[src/rtl/angle_fetch.sv]
// angle_fetch: pulls projection angles from the host-side angle source one
// at a time, buffers them in a small show-ahead FIFO and hands them to the
// back-projection pipeline over a valid/ready interface. A scan runs
// IDLE -> FETCH -> DRAIN -> DONE and counts the angles delivered.
//
// Ports:
//   clk, reset_n            clock (rising edge), async active-low reset
//   start                   one-cycle scan request, honoured only in IDLE
//   hs_angle                angle currently offered by the host
//   hs_has_next_angle       host holds a valid angle on hs_angle
//   hs_next_angle_ack       host accepted hs_next_angle this cycle
//   hs_next_angle           consume the current host angle and advance
//   angle / angle_valid     FIFO head to the pipeline, valid when not empty
//   angle_ready             pipeline accepts angle this cycle
//   busy                    high in FETCH or DRAIN
//   done                    one-cycle pulse at end of scan
//   angle_count             angles handed to the pipeline this scan
module angle_fetch #(
  parameter int kAngleLength = 9,
  parameter int kFifoDepth   = 4,
  parameter int kCountLength = 8
) (
  input  logic                    clk,
  input  logic                    reset_n,
  input  logic                    start,
  input  logic [kAngleLength-1:0] hs_angle,
  input  logic                    hs_has_next_angle,
  input  logic                    hs_next_angle_ack,
  output logic                    hs_next_angle,
  output logic [kAngleLength-1:0] angle,
  output logic                    angle_valid,
  input  logic                    angle_ready,
  output logic                    busy,
  output logic                    done,
  output logic [kCountLength-1:0] angle_count
);

  localparam int kPtrLength = $clog2(kFifoDepth);

  typedef enum logic [1:0] {
    IDLE,
    FETCH,
    DRAIN,
    DONE
  } state_t;

  state_t state, state_next;

  logic [kAngleLength-1:0] mem [kFifoDepth];
  logic [kPtrLength-1:0]   rd_ptr, wr_ptr;
  logic [kPtrLength:0]     occupancy;
  logic [kAngleLength-1:0] last_angle;
  logic                    fifo_empty, fifo_full;
  logic                    push, pop;

  assign fifo_empty = (occupancy == '0);
  assign fifo_full  = (occupancy == (kPtrLength+1)'(kFifoDepth));

  // Full gates the request even when a pop happens in the same cycle.
  assign hs_next_angle = (state == FETCH) && hs_has_next_angle && !fifo_full;
  assign push          = hs_next_angle && hs_next_angle_ack;
  assign pop           = !fifo_empty && angle_ready;

  // While empty the output keeps showing the last angle handed out, since the
  // slot under rd_ptr may hold stale data from an earlier wrap.
  assign angle       = fifo_empty ? last_angle : mem[rd_ptr];
  assign angle_valid = !fifo_empty;

  assign busy = (state == FETCH) || (state == DRAIN);
  assign done = (state == DONE);

  always_ff @(posedge clk or negedge reset_n) begin
    if (!reset_n) begin
      state <= IDLE;
    end else begin
      state <= state_next;
    end
  end

  always_comb begin
    state_next = state;
    case (state)
      IDLE:    if (start) state_next = FETCH;
      FETCH:   if (!hs_has_next_angle) state_next = DRAIN;
      DRAIN:   if (fifo_empty) state_next = DONE;
      DONE:    state_next = IDLE;
      default: state_next = IDLE;
    endcase
  end

  // Storage carries no reset: entries are only visible once written.
  always_ff @(posedge clk) begin
    if (push) begin
      mem[wr_ptr] <= hs_angle;
    end
  end

  always_ff @(posedge clk or negedge reset_n) begin
    if (!reset_n) begin
      rd_ptr     <= '0;
      wr_ptr     <= '0;
      occupancy  <= '0;
      last_angle <= '0;
    end else begin
      if (push) begin
        wr_ptr <= wr_ptr + kPtrLength'(1);
      end
      if (pop) begin
        rd_ptr     <= rd_ptr + kPtrLength'(1);
        last_angle <= mem[rd_ptr];
      end
      case ({push, pop})
        2'b10:   occupancy <= occupancy + (kPtrLength+1)'(1);
        2'b01:   occupancy <= occupancy - (kPtrLength+1)'(1);
        default: occupancy <= occupancy;
      endcase
    end
  end

  always_ff @(posedge clk or negedge reset_n) begin
    if (!reset_n) begin
      angle_count <= '0;
    end else if ((state == IDLE) && start) begin
      angle_count <= '0;
    end else if (pop) begin
      angle_count <= angle_count + kCountLength'(1);
    end
  end

endmodule

[config.mk]
export PLATFORM = sky130hd
export DESIGN_NAME = angle_fetch
export DESIGN_NICKNAME = d
export VERILOG_FILES = /design/src/rtl/angle_fetch.sv
export SDC_FILE = /design/constraint.sdc
export NUM_CORES = 1
export LEC_CHECK = 0
export ABC_AREA = 1
export BUFFER_PORTS_ARGS = -buffer_cell sky130_fd_sc_hd__buf_4
export CAP_MARGIN = 20
export CORE_MARGIN = 3
export CORE_UTILIZATION = 42
export DETAILED_ROUTE_END_ITERATION = 10
export HOLD_SLACK_MARGIN = 0.06
export SLEW_MARGIN = 20
export SYNTH_ARGS = -nofsm -noshare
export SYNTH_HDL_FRONTEND = slang
export SYNTH_SLANG_ARGS = --single-unit
[constraint.sdc]
create_clock -name clk -period 6 [get_ports clk]
set_input_delay 0.3 -clock clk [delete_from_list [all_inputs] [get_ports clk]]
set_output_delay 0.3 -clock clk [all_outputs]
set_load 0.02 [all_outputs]
# Word level (Yosys, flattened, before mapping)

Memory sizes are Yosys's and may differ from the RTL's.
Index checks and enable logic that the tools add are counted.

Memory bits (writable): 36
Memories: 1
Bits in registers: 26
Logic and storage cells: 44

Memories:

| name | depth | bits a word | rd ports | clocked after memory_dff | wr ports | RTL line | RTL |
|---|---|---|---|---|---|---|---|
| mem  | 4     | 9           | 1        | 0                        | 1        | 49       | `logic [kAngleLength-1:0] mem [kFifoDepth];` |

Equal/unequal tests: 9
Add/sub/neg operators: 5
Reductions and logical operators: 13
Muxes and demuxes: 10

Operator list:

| kind                                                 | number |
|---|---|
| two-way mux 8 bit                                    | 2 |
| two-way mux 9 bit                                    | 1 |
| adder 8 x 1 -> 8 bit (second input constant)         | 1 |
| one-hot mux 2 bit (4 select lines)                   | 1 |
| equality test 2 bit (second input constant)          | 3 |
| two-way mux 2 bit                                    | 3 |
| != test 2 bit (second input constant)                | 3 |
| one-hot mux 3 bit (2 select lines)                   | 1 |
| logical AND 1 bit                                    | 5 |
| adder 2 x 1 -> 2 bit (second input constant)         | 2 |
| equality test 2 x 1 -> 1 bit (second input constant) | 2 |
| nonzero test 2 bit                                   | 2 |
| adder 3 x 1 -> 3 bit (second input constant)         | 1 |
| equality test 3 bit (second input constant)          | 1 |
| zero test 3 bit                                      | 1 |
| AND reduction 3 bit                                  | 1 |
| subtractor 3 x 1 -> 3 bit (second input constant)    | 1 |
| zero test 1 bit                                      | 2 |
| zero test 2 bit                                      | 1 |
| two-way mux 1 bit                                    | 2 |
| logical OR 1 bit                                     | 1 |

# Longest topological paths before layout

Gate-level depths: netlist (run 1).

Depth after elaboration: 6
Mapped depth: 11

# Worst setup path after synthesis (run 1)

Ideal clock, no wire load.

Path type: flip-flop to flip-flop
Start point: register state[1]
End point: register occupancy[1]
Path buffers: 0
Cell stages (with the launch flop): 10
Slack: 3.966 ns
Data arrival time: 1.951 ns
Data required time: 5.917 ns
Cells stage by stage: dfrtp_1 -> inv_1 -> ha_1 -> nand2_1 -> a21oi_2 -> nand2_2 -> ha_1 -> inv_1 -> fa_1 -> o21ai_0

Word-level cells in the longest chain between the ends: 6
Elaborated cells on any way between the ends: 8

RTL lines:

| element                                                                  | RTL line | RTL |
|---|---|---|
| start: declaration                                                       | 47       | `state_t state, state_next;` |
| start signal: assignment                                                 | 76       | `state <= state_next;` |
| equality test 2 x 1 -> 1 bit *                                           | 60       | `assign hs_next_angle = (state == FETCH) && hs_has_next_angle && !fifo_full;` |
| logical AND 1 bit * (2 in series)                                        | 60       |  |
| named net hs_next_angle                                                  | 29       | `output logic hs_next_angle,` |
| logical AND 1 bit *                                                      | 61       | `assign push = hs_next_angle && hs_next_angle_ack;` |
| equality test 2 x 1 -> 1 bit or equality test 2 bit (tied branches)      | 112      | `case ({push, pop})` |
| one-hot mux 3 bit (2 select lines) or nonzero test 2 bit (tied branches) | -        |  |
| end signal: assignment                                                   | 113      | `2'b10: occupancy <= occupancy + (kPtrLength+1)'(1);` |
| end signal: assignment                                                   | 114      | `2'b01: occupancy <= occupancy - (kPtrLength+1)'(1);` |
| end signal: assignment                                                   | 115      | `default: occupancy <= occupancy;` |
| end: declaration                                                         | 51       | `logic [kPtrLength:0] occupancy;` |

The timed path passes the listed nets; every way through them passes the cells marked *.
A chain may end at the register's enable or synchronous reset.

# Worst setup path after layout (run 1)

Start point: register rd_ptr[0]
End point: output angle[0]

Word-level cells in the longest chain between the ends: 2

RTL lines:

| element                  | RTL line | RTL |
|---|---|---|
| start: declaration       | 50       | `logic [kPtrLength-1:0] rd_ptr, wr_ptr;` |
| start signal: assignment | 109      | `rd_ptr <= rd_ptr + kPtrLength'(1);` |
| memory read (4 x 9 bit)  | -        |  |
| two-way mux 9 bit        | 66       | `assign angle = fifo_empty ? last_angle : mem[rd_ptr];` |
| end: declaration         | 30       | `output logic [kAngleLength-1:0] angle,` |

No other way between the ends.

==> impl_results.md, run 1 <==
* Status: finished, final reports clean
* HP Class: input port to flip-flop
* Seq/Total Area, Yosys at 61.6%
* Setup tns final at 0 ps
* Fin crit period at 2320 ps
* Worst vdd ir at 181 uV
* Buf+Inv Stages, Crit Path at 2
* Largest delay contributor family on the critical path: flip-flops
* Distinct cells, synth at 24
* Largest net degree at the start of global routing at 27
* Clock H-tree levels at 3
* Critical path startpoint category: flip-flop
* Critical Path AT at 2020 ps
* Total wire length at 5120 um
* CTS tree: done
* Worst-Skew Late Latency at 340 ps
* Wire per inst at 12.9 um
* Layout cells sized above 1 at 19.0%
* Crit-path slowest cell: dfrtp_1
* Unrepaired setup endpoints after global routing: false
* DR pass1 iterations at 4
* Syn Nets at 303
* CP Data Required Time at 5700 ps
* Leakage power at 1.48 nW
* Post-Syn Area per Cell at 10.2 um2
* Cell mode on critical path: nand2_1
* Gpl congestion at 0.767
* Clock slew seen by the registers of the worst setup and hold paths at 80 ps
* DRC violations left at 0
* Clk buf depth at 2
* Total GRT Usage at 14.1%
* Fmax at 0.431 GHz
* Number of synthesized flops with an enable pin at 36
* Yosys reg bits at 62
* Fillers at 576
* Skew final at 7.30 ps
* CP endpoint kind: primary output
* Post-DRT Antenna Nets at 0
* Ys async rst share at 41.9%
* Cts repair resizes at 0
* Critical-path maximum fanout at 20
* Vias at 1884
* Hpwl dp at 3630 um
* Commonest non-fill, non-tap cell in the layout: nand2_1
* Die X at 87.8 um
* Final net count at 343
* Via density at 4.73
* Die height at 87.8 um
* DRT iter0 DRCs at 102
* Syn-to-layout area delta at 17.9%
* Core Box Area at 0.00642 mm2
* Initial antenna violation count at 0
* Hold Vio Cnt, Final at 0
* Worst Tran Pin Value at 765 ps
* Syn Inst Count at 276
* Final period util at 38.6%
* Starting Density at 43.8%
* Slew HR at 48.8%
* Die area at 0.00771 mm2
* Sink Count at 62
* Port Buffers at 35
* Global-route wire length before repair at 8190 um
* Setup CP Type: flip-flop to primary output
* Leading cell types in the layout, fill and taps excluded: 85 x nand2_1, 36 x edfxtp_1, 35 x buf_4
* Max Cap Viol at 0
* Ys flop type: edfxtp_1
* Synthesis Warnings at 0
* Slowest stage delay, CP at 760 ps
* Ant diodes at 0
* Vias in the first global route at 1670
* # setup viols final at 0
* Critical path cell sequence: inv_2 > nand2_1 > nand3_1 > nand2_1 > o21ai_0 > buf_4
* CTS Root Cell: clkbuf_8
* CTS Buf Count at 9
* Num ports at 36
* Final Power at 0.00164 W
* Grt ovf at 0
* Row Count at 29
* Synthesized area at 0.00281 mm2
* Pins Over Slew Limit at 0
* Pwr dens at 494 mW/mm2
[where the power goes]
part / switching, W / leakage, nW / internal [W] / total, W
Sequential: 0.0000893 / 0.647 / 0.000540 / 0.000629
Combinational: 0.000423 / 0.738 / 0.000254 / 0.000677
Clock: 0.000177 / 0.0906 / 0.000155 / 0.000331
Total: 0.000689 / 1.48 / 0.000949 / 0.00164
[metal layers]
layer	vias up	GRT usage, %	share of wire, %
li1	991	-	-
met1	848	19.8	53
met2	38	20.3	41
met3	7	4.42	4.5
met4	0	5.86	1.4
met5	-	0	0
[state kept, by name, indices dropped and copies added, names as in the netlist]
| signal | count |
|---|---|
| angle_count | 8 |
| last_angle | 9 |
| mem | 36 |
| occupancy | 3 |
| rd_ptr | 2 |
| state | 2 |
| wr_ptr | 2 |
[Yosys cell counts, types with 2 or more instances]
library cell	n	area share [%]
nand2_1	85	11
edfxtp_1	36	38
dfrtp_1	26	23
nand3_1	24	4.3
o21ai_0	22	3.9
inv_1	21	2.8
nor2_1	16	2.1
ha_1	11	4.9
a21oi_1	6	1.1
buf_4	5	1.3
o21ai_1	4	0.71
inv_2	3	0.40
xor2_1	3	0.93
a21oi_2	2	0.62
nand2_4	2	0.80
o21bai_1	2	0.53
[final timing paths]
kind | endpoint | slack, ps | from | depth (start not counted)
min | mem[3][8] | 170 | hs_angle[8] | 1
max in group asynchronous | rd_ptr[1] | 5330 | reset_n | 2
max | angle[0] | 3680 | rd_ptr[0] | 6
min in group asynchronous | last_angle[4] | 410 | reset_n | 2
max reg2reg | occupancy[2] | 3910 | state[1] | 11
min reg2reg | last_angle[1] | 490 | last_angle[1] | 2
[logic make-up after synthesis]
kind of cell / synth area share, %
AND/OR/NAND/NOR: 19.2
flip-flops: 61.6
AO/OA/AOI/OAI: 7.43
buffers and inverters: 4.98
adder cells (fa/ha/maj): 5.60
XOR/XNOR: 1.25
[per-stage QoR]
step,worst slack [ps],instances,utilization [%],area (um2),hold slack [ps]
global placement,3970,381,48.7,3130,232
finish,3680,398,51.6,3320,166
detailed placement,3900,381,48.7,3130,233
global route,3480,398,51.6,3320,148
CTS,3630,398,51.6,3320,153
floorplan,3970,276,-,2810,4.41
[cell type report]
cell class / count / area (um2) / share of cell area [%]
clock inverters: 7 / 56.3 / 1.70
multi-input cells: 182 / 941 / 28.4
flip-flops and latches: 62 / 1730 / 52.2
clock buffers: 9 / 124 / 3.74
inverters: 25 / 93.8 / 2.83
well taps: 77 / 96.3 / 2.91
repair buffers: 36 / 273 / 8.23
[what timing repair did]
| item | CTS | global route |
|---|---|---|
| hold buffers | 1 | 0 |
| buffers inserted | 0 | 0 |
| hold endpoints to repair | 26 | 0 |
Power figures use the tool's default switching activity.
==> run 2: changes to the inputs <==
==> constraint.sdc (replaced) <==
create_clock -name clk -period 1.9 [get_ports clk]
set_input_delay 0.095 -clock clk [delete_from_list [all_inputs] [get_ports clk]]
set_output_delay 0.095 -clock clk [all_outputs]
set_load 0.02 [all_outputs]
==> run 2 against run 1 <==
Compared with the run above: critical path depth grew 5; global-route usage grew 1.1 points; utilization grew 3.3 points; cell count grew 5.3%; register-to-register slack lost 3800 ps; sequential share of layout area shrank 3.1 points; via count grew 3.3%; worst setup slack lost 3600 ps; clock skew grew 2.3 ps; total power grew to 3.2 times the previous value; sequential power grew to 3.0 times the previous value; combinational power grew to 3.5 times the previous value; critical path type is now flip-flop to flip-flop; largest cell class unchanged; highest routed layer unchanged.
==> impl_results.md, run 2 (synthesized netlist as in run 1, its figures left out) <==
* Status: finished, final reports clean (unchanged)
* Syn-to-layout area delta at 25.4% (was 17.9%)
* Row Count at 29 (unchanged)
* Total GRT Usage at 15.2% (was 14.1%)
* Num ports at 36 (unchanged)
* Cell mode on critical path: inv_2 (was nand2_1)
* Die X at 87.8 um (unchanged)
* Starting Density at 43.8% (unchanged)
* Die height at 87.8 um (unchanged)
* Fmax at 0.552 GHz
* Leakage power at 1.58 nW (was 1.48 nW)
* # setup viols final at 0 (unchanged)
* Vias at 1947 (was 1884)
* Slew HR at 77.9% (was 48.8%)
* Post-route insts no fill at 419 (was 398)
* DRT iter0 DRCs at 127 (was 102)
* Met3 WL at 242 um (was 231 um)
* Cell count after placement at 390 (was 381)
* DRC violations left at 0 (unchanged)
* Grt ovf at 0 (unchanged)
* Hold Vio Cnt, Final at 0 (unchanged)
* Leading cell types in the layout, fill and taps excluded: 84 x nand2_1, 46 x buf_4, 36 x edfxtp_1 (was 85 x nand2_1, 36 x edfxtp_1, 35 x buf_4)
* Routed wire length on met2 at 2200 um (was 2120 um)
* Hpwl dp at 3700 um (was 3630 um)
* Max FFs per register at 36 (unchanged)
* Final period util at 95.3%
* Pins Over Slew Limit at 0 (unchanged)
* Critical Path AT at 2030 ps (was 2020 ps)
* Pwr dens at 1500 mW/mm2 (was 494 mW/mm2)
* Core Box Area at 0.00642 mm2 (unchanged)
* CTS Root Cell: clkbuf_8 (unchanged)
* Via density at 4.65 (was 4.73)
* DR pass1 iterations at 4 (unchanged)
* CP endpoint kind: flip-flop (was primary output)
* Initial antenna violation count at 0 (unchanged)
* Setup CP Type: flip-flop to flip-flop (was flip-flop to primary output)
* Worst Tran Pin Value at 331 ps (was 765 ps)
* Wire per inst at 12.5 um (was 12.9 um)
* Clk buf depth at 2 (unchanged)
* Setup tns final at 0 ps (unchanged)
* Die area at 0.00771 mm2 (unchanged)
* Critical path cell sequence: inv_2 > ha_4 > nand2_4 > a21oi_4 > nand2_2 > ha_2 > inv_2 > fa_2 > a21oi_2 > o21ai_1 > xor2_1 (was inv_2 > nand2_1 > nand3_1 > nand2_1 > o21ai_0 > buf_4)
* Slowest stage delay, CP at 380 ps (was 760 ps)
* Biggest regs: mem x36, last_angle x9, angle_count x8 (unchanged)
* HP Class: input port to flip-flop (unchanged)
* Skew final at 9.60 ps (was 7.30 ps)
* Highest Signal Layer: met4 (unchanged)
* Port Buffers at 35 (unchanged)
* Worst vdd ir at 481 uV (was 181 uV)
* Largest net degree at the start of global routing at 27 (unchanged)
* CTS tree: done (unchanged)
* Fin crit period at 1810 ps
* Clock H-tree levels at 3 (unchanged)
* Commonest non-fill, non-tap cell in the layout: nand2_1 (unchanged)
* Top reg by flops: mem (unchanged)
* M1 wire length at 2700 um (about the same)
* Crit-path slowest cell: dfrtp_1 (unchanged)
* Largest delay contributor family on the critical path: adder cells (was flip-flops)
* Worst-Skew Late Latency at 340 ps (about the same)
* Gpl congestion at 0.735 (was 0.767)
* Sink Count at 62 (unchanged)
* Critical-path maximum fanout at 4 (was 20)
* Critical path startpoint category: flip-flop (unchanged)
* Final net count at 364 (was 343)
* Clock slew seen by the registers of the worst setup and hold paths at 80 ps (about the same)
* Layout cells sized above 1 at 22.8% (was 19.0%)
* Vias in the first global route at 1836 (was 1670)
* Post-DRT Antenna Nets at 0 (unchanged)
* Total wire length at 5230 um (was 5120 um)
* Ant diodes at 0 (unchanged)
* Global-route wire length before repair at 8890 um (was 8190 um)
* CTS Buf Count at 9 (unchanged)
* Buf+Inv Stages, Crit Path at 2 (unchanged)
* Max Cap Viol at 0 (unchanged)
* CP Data Required Time at 2120 ps (was 5700 ps)
-- run 2: worst paths after layout --
kind / start / end / slack [ps] / depth (start not counted)
worst max-delay path: state[1] / occupancy[2] / 90 / 11
worst min-delay path: angle_ready / angle_count[4] / 90 / 4
worst max register to register: state[1] / occupancy[2] / 90 / 11
worst min register to register: last_angle[3] / last_angle[3] / 480 / 2
max in group asynchronous: reset_n / occupancy[2] / 1440 / 2
min in group asynchronous: reset_n / last_angle[1] / 200 / 2
-- run 2: worst reg2reg max path, stage by stage, from the launching register on --
cell     delay (ps)
dfrtp_1         380
inv_2            80
ha_4            160
nand2_4          60
a21oi_4          40
nand2_2          80
ha_2            170
inv_2            50
fa_2            350
a21oi_2         120
o21ai_1          80
xor2_1          140
-- run 2: layout make-up --
type,instances,area [um2]
multi-input combinational,182,977
sequential,62,1730
timing repair buffer,57,455
fill,576,2890
inverter,25,95.1
clock buffer,9,124
clock inverter,7,48.8
tap,77,96.3
-- run 2: what timing repair did --
item | in CTS | in global routing
setup buffers | 0 | 2
hold endpoints to repair | 63 | 0
hold buffers | 11 | 0
gates resized for setup | 0 | 6
setup endpoints to repair | 0 | 5
-- run 2: where the power goes --
| group | switching (W) | internal [W] | total (W) |
|---|---|---|---|
| logic | 0.00146 | 0.000922 | 0.00239 |
| clock network | 0.000520 | 0.000476 | 0.000996 |
| registers | 0.000205 | 0.00171 | 0.00191 |
| total | 0.00219 | 0.00311 | 0.00529 |
-- run 2: metal layers --
metal	vias up	global-route usage, %
met2	40	21.0
li1	1026	-
met5	-	0
met4	0	5.86
met3	6	5.27
met1	875	22.0
-- run 2: metrics by stage --
| step | hold slack, ps | setup slack (ps) | utilization, % | power, W | instance area, um2 |
|---|---|---|---|---|---|
| finish | 87.8 | 88.9 | 54.9 | 0.00529 | 3530 |
| global route | 115 | -16.4 | 54.9 | 0.00574 | 3530 |
| CTS | 72.2 | 26.0 | 54.4 | 0.00530 | 3490 |
| detailed placement | 26.2 | 41.6 | 50.0 | 0.00427 | 3210 |
| global placement | 28.6 | 68.4 | 50.0 | 0.00422 | 3210 |
| floorplan | -201 | -15.4 | - | 0.00348 | 2830 |
